==> src/rtl/score_pkg.sv <==
// Shared types and constants for the tug-of-war scoreboard.
package score_pkg;

  typedef enum logic [1:0] {
    PLAY      = 2'd0,
    ROUND_END = 2'd1,
    DONE      = 2'd2
  } state_e;

  typedef logic [3:0] score_t;

  localparam logic [6:0] SEG_BLANK = 7'b1111111;

endpackage

==> src/rtl/blink_timer.sv <==
// Blink phase generator: phase toggles every BLINK_DIV enabled cycles, starting visible (0).
module blink_timer #(
  parameter int BLINK_DIV = 25_000_000
) (
  input  logic clk,
  input  logic reset,
  input  logic enable,
  input  logic clear,
  output logic phase
);

  localparam int CW = (BLINK_DIV > 1) ? $clog2(BLINK_DIV) : 1;
  localparam logic [CW-1:0] CNT_LAST = CW'(BLINK_DIV - 1);

  logic [CW-1:0] cnt_r;
  logic          phase_r;

  // Half-period counter; held at zero and visible whenever not blinking.
  always_ff @(posedge clk) begin
    if (reset || clear || !enable) begin
      cnt_r   <= '0;
      phase_r <= 1'b0;
    end else if (cnt_r == CNT_LAST) begin
      cnt_r   <= '0;
      phase_r <= ~phase_r;
    end else begin
      cnt_r   <= cnt_r + CW'(1);
      phase_r <= phase_r;
    end
  end

  assign phase = phase_r;

endmodule

==> src/rtl/seg7.sv <==
// Active-low seven-segment decoder for one decimal digit (gfedcba order).
module seg7
  import score_pkg::*;
(
  input  logic [3:0] digit,
  output logic [6:0] seg
);

  // Digit-to-segment lookup; anything outside 0..9 shows blank.
  always_comb begin
    seg = SEG_BLANK;
    case (digit)
      4'd0:    seg = 7'b1000000;
      4'd1:    seg = 7'b1111001;
      4'd2:    seg = 7'b0100100;
      4'd3:    seg = 7'b0110000;
      4'd4:    seg = 7'b0011001;
      4'd5:    seg = 7'b0010010;
      4'd6:    seg = 7'b0000010;
      4'd7:    seg = 7'b1111000;
      4'd8:    seg = 7'b0000000;
      4'd9:    seg = 7'b0010000;
      default: seg = SEG_BLANK;
    endcase
  end

endmodule

==> src/rtl/score_ctrl.sv <==
// Tug-of-war scoreboard: round counting, recentre pulse, match victory and score display.
// Optional winner-digit blink in DONE is compiled in with `define SCORE_BLINK_EN.
module score_ctrl
  import score_pkg::*;
#(
  parameter int WIN_SCORE = 7,
  parameter int BLINK_DIV = 25_000_000
) (
  input  logic       clk,
  input  logic       reset,
  input  logic       win_l,
  input  logic       win_r,
  input  logic       new_game,
  output logic       round_clr,
  output logic       game_over,
  output logic       winner,
  output logic [6:0] hex_l,
  output logic [6:0] hex_r
);

  if (WIN_SCORE < 1 || WIN_SCORE > 9) begin : g_bad_win_score
    $error("score_ctrl: WIN_SCORE must be in 1..9");
  end
  if (BLINK_DIV < 1) begin : g_bad_blink_div
    $error("score_ctrl: BLINK_DIV must be at least 1");
  end

  localparam score_t WIN_C = score_t'(WIN_SCORE);

  state_e state_r, state_s;
  score_t score_l_r, score_l_s, score_r_r, score_r_s;
  logic   winner_r, winner_s;
  logic   round_clr_r, round_clr_s;
  logic   game_over_r, game_over_s;
  logic [6:0] dec_l_s, dec_r_s;
  logic   phase_s;

  // State and score registers.
  always_ff @(posedge clk) begin
    if (reset) begin
      state_r     <= PLAY;
      score_l_r   <= 4'd0;
      score_r_r   <= 4'd0;
      winner_r    <= 1'b0;
      round_clr_r <= 1'b0;
      game_over_r <= 1'b0;
    end else begin
      state_r     <= state_s;
      score_l_r   <= score_l_s;
      score_r_r   <= score_r_s;
      winner_r    <= winner_s;
      round_clr_r <= round_clr_s;
      game_over_r <= game_over_s;
    end
  end

  // Next-state logic; new_game overrides everything, simultaneous wins are a tie.
  always_comb begin
    state_s     = state_r;
    score_l_s   = score_l_r;
    score_r_s   = score_r_r;
    winner_s    = winner_r;
    round_clr_s = 1'b0;
    game_over_s = game_over_r;
    if (new_game) begin
      state_s     = PLAY;
      score_l_s   = 4'd0;
      score_r_s   = 4'd0;
      winner_s    = 1'b0;
      game_over_s = 1'b0;
    end else begin
      case (state_r)
        PLAY: begin
          if (win_l ^ win_r) begin
            if (win_l) begin
              score_l_s = score_l_r + 4'd1;
            end else begin
              score_r_s = score_r_r + 4'd1;
            end
            state_s     = ROUND_END;
            round_clr_s = 1'b1;
          end else begin
            state_s = PLAY;
          end
        end
        ROUND_END: begin
          if (score_l_r == WIN_C || score_r_r == WIN_C) begin
            state_s     = DONE;
            game_over_s = 1'b1;
            winner_s    = (score_r_r == WIN_C);
          end else begin
            state_s = PLAY;
          end
        end
        DONE: begin
          state_s     = DONE;
          game_over_s = 1'b1;
        end
        default: begin
          state_s     = PLAY;
          game_over_s = 1'b0;
        end
      endcase
    end
  end

`ifdef SCORE_BLINK_EN
  blink_timer #(
    .BLINK_DIV(BLINK_DIV)
  ) u_blink (
    .clk   (clk),
    .reset (reset),
    .enable(state_r == DONE),
    .clear (new_game),
    .phase (phase_s)
  );
`else
  assign phase_s = 1'b0;
`endif

  seg7 u_seg_l (.digit(score_l_r), .seg(dec_l_s));
  seg7 u_seg_r (.digit(score_r_r), .seg(dec_r_s));

  // Blank only the winner's digit during the hidden blink phase.
  always_comb begin
    hex_l = dec_l_s;
    hex_r = dec_r_s;
    if (phase_s && state_r == DONE) begin
      if (winner_r) begin
        hex_r = SEG_BLANK;
      end else begin
        hex_l = SEG_BLANK;
      end
    end else begin
      hex_l = dec_l_s;
      hex_r = dec_r_s;
    end
  end

  assign round_clr = round_clr_r;
  assign game_over = game_over_r;
  assign winner    = winner_r;

endmodule

==> config.mk <==
export PLATFORM = sky130hd
export DESIGN_NAME = score_ctrl
export DESIGN_NICKNAME = d
export VERILOG_FILES = /design/src/rtl/score_pkg.sv /design/src/rtl/blink_timer.sv /design/src/rtl/seg7.sv /design/src/rtl/score_ctrl.sv
export SDC_FILE = /design/constraint.sdc
export NUM_CORES = 1
export LEC_CHECK = 0
export ABC_AREA = 0
export BUFFER_PORTS_ARGS = -buffer_cell sky130_fd_sc_hd__buf_2
export CAP_MARGIN = 10
export CORE_UTILIZATION = 50
export DETAILED_ROUTE_END_ITERATION = 12
export PLACE_DENSITY = 0.69
export SLEW_MARGIN = 20
export SYNTH_ARGS = -nofsm -noshare
export SYNTH_HDL_FRONTEND = slang
export SYNTH_SLANG_ARGS = --single-unit
==> constraint.sdc <==
create_clock -name clk -period 6.3 [get_ports clk]
set_input_delay 0.63 -clock clk [delete_from_list [all_inputs] [get_ports clk]]
set_output_delay 0.63 -clock clk [all_outputs]
set_load 0.01 [all_outputs]
==> flow_summary.toml <==
[run_status]
status = "finished, final reports clean"

[timing]
finalHoldViolCount = 0
setup_violations = 0
tns_ns = 0
worst_pin_slew_ns = 0.613
rsz0062_at_grt = "no"
fin_skew_ns = 0.00694
period_share = 0.363
min_period_ns = 2.29
fmax_ghz = 0.437
setup_ws_ns = 4.01
report.final.slew_viol_count = 0
max-slew-margin-rel = 0.587

[cts]
clk_latency_ns = 0.32
cts_hold_buf = 0
h-tree-depth = 1
clk_pin_slew_ns = 0.14
cts_tree = "yes"
cts_sinks = 27
cts.repair.resized = 0
postCtsSetupBuffers = 0
clock-root-buffer = "clkbuf_4"
cts_made_buffers = 3
clk_path_buf_depth = 2

[setup_path]
cpMostUsedCell = "ha_1"
crit_buf_inv = 1
slowest_delay_ns = 0.53
path_depth = 7
critPathLaunchType = "register"
ff2ff_path_depth = 7
worst-path-max-fanout = 15
path_cells = "inv_1, ha_1, a21boi_0, o21ai_0, ha_1, mux2i_1, mux2_4"
reg2reg_from = "state_r[1]$_SDFF_PP0_"
cpLargestDelayFamily = "adder cells"
crit_start = "state_r[1]$_SDFF_PP0_"
critical_path_class = "register to register"
crit_required_ns = 6.52
worstSetupEndpointType = "register"
critPathSlowestCell = "o21ai_0"
cp_data_arrival_time_ns = 2.51

[routing]
via_per_inst = 5.25
drtPass1Iterations = 4
vias = 1013
drc_errors = 0
drt-total-wl_microns = 2370
postRouteAntennaNets = 0
drtIter0Drc = 15
avgRoutedWirePerCell_microns = 12.3

[job]
max_cap_viol_count = 0

[layout]
drive_gt1_frac = 0.222
layoutNonFillerInstCount = 193
mostFrequentLayoutCells = "dfxtp_1, buf_2, mux2i_1, ha_1, inv_1"
diodes = 0
fin_area_sq_mm = 0.00163
synthToLayoutAreaGrowth_pct = 10.4
fin_nets = 185
final_common_cell = "dfxtp_1"

[yosys]
syn_area_sq_mm = 0.00147
synth_nets = 162
synth_area_per_cell_sq_um = 10.5
synth_edf_count = 0
synthFlopType = "dfxtp_1"
yosys_warnings = 0
synthCells = 140
ys_async_sr_fraction = 0
ys_seq_area_frac = 0.367
synth_seq_cells = 27
synth_cell_type_count = 35

[grt]
first_global_vias = 914
grt_overflow_total = 0
grt_pass1_wl_microns = 4090
grtUsageTotal = 0.163
grt_max_degree = 16
antenna_found_initial = 0

[floorplanning]
start_util = 0.529
core_area_sq_mm = 0.00278
ios = 22
rows = 19
dieHeight_microns = 56.3
die_w_microns = 56.3
die_area_sq_mm = 0.00317

[place]
dp_cells = 189
place_ws_ns = 3.85
io_buffers = 21
hpwl_microns = 1820
gp_congestion = 0.716
placed_area_sq_mm = 0.00160

[power_and_ir_drop]
p_per_area_mw_per_mm2 = 167
p_leak_nw = 0.935
ir_drop_mv = 0.139
total_power_mw = 0.271

[worst_hold_path]
min-delay-start = "game_over$_SDFFE_PP0P_"
hold_class = "register to register"
min_path_cells = 2
synth_stat cells, drive strengths merged, types with 4 or more instances:
cell type   n  share of area
nor3b       4          0.020
a21boi      4          0.020
o21a        5          0.025
o21ai       5          0.025
nand3       4          0.014
inv        16          0.041
dfxtp      27           0.37
and3b       4          0.024
nand2       5          0.013
nor2        4          0.017
mux2i      21           0.16
ha         17           0.14
sequential cells by signal, summed over array words and instances (netlist names):
name         flops
game_over        1
round_clr        1
score_l_r        4
score_r_r        4
state_r          2
u_seg_l.seg      7
u_seg_r.seg      7
winner           1
logic make-up (layout without fill, tap and decap cells):
| logic type | Yosys count | after routing | share of synthesized area |
|---|---|---|---|
| flip-flops | 27 | 27 | 0.367 |
| multiplexers | 24 | 24 | 0.188 |
| AND/OR/NAND/NOR | 32 | 32 | 0.145 |
| AO/OA/AOI/OAI | 21 | 21 | 0.103 |
| buffers and inverters | 19 | 41 | 0.0527 |
| adder cells (fa/ha/maj) | 17 | 17 | 0.144 |
worst register-to-register path, cell delays in order, from the launching register on:
cell and delay (ns):
dfxtp_1 0.35, inv_1 0.10, ha_1 0.42, a21boi_0 0.16, o21ai_0 0.53, ha_1 0.28
mux2i_1 0.07, mux2_4 0.28
area by class of cell:
cell class | count | area [sq um]
Sequential cell | 27 | 541
Multi-Input combinational cell | 94 | 855
Tap cell | 31 | 38.8
Timing Repair Buffer | 21 | 105
Clock buffer | 4 | 26.3
Inverter | 16 | 60.1
Fill cell | 253 | 1160
power breakdown:
group	switching, mW	internal (mW)
registers	0.00136	0.174
clock network	0.0485	0.0248
logic	0.0129	0.00948
metrics by stage:
stage | util | hold slack (ns)
finish | 0.584 | 0.490
CTS | 0.584 | 0.498
floorplan | - | 0.497
detailed placement | 0.575 | 0.478
global route | 0.584 | 0.514
global placement | 0.575 | 0.463
path summary, 6_finish.rpt:
path	slack, ns	end
hold / removal	0.49	game_over$_SDFFE_PP0P_
setup / recovery	4.01	u_seg_r.seg[4]$_DFF_P_
hold reg to reg	0.49	game_over$_SDFFE_PP0P_
setup reg to reg	4.01	u_seg_r.seg[4]$_DFF_P_
metal layers:
layer	track usage	vias to the layer above	wire length [microns]
met4	0.0732	0	18
met5	0	-	0
met3	0.0207	2	61
met2	0.262	17	1100
met1	0.218	461	1180
li1	-	533	-
(Power assumes the default switching activity.)
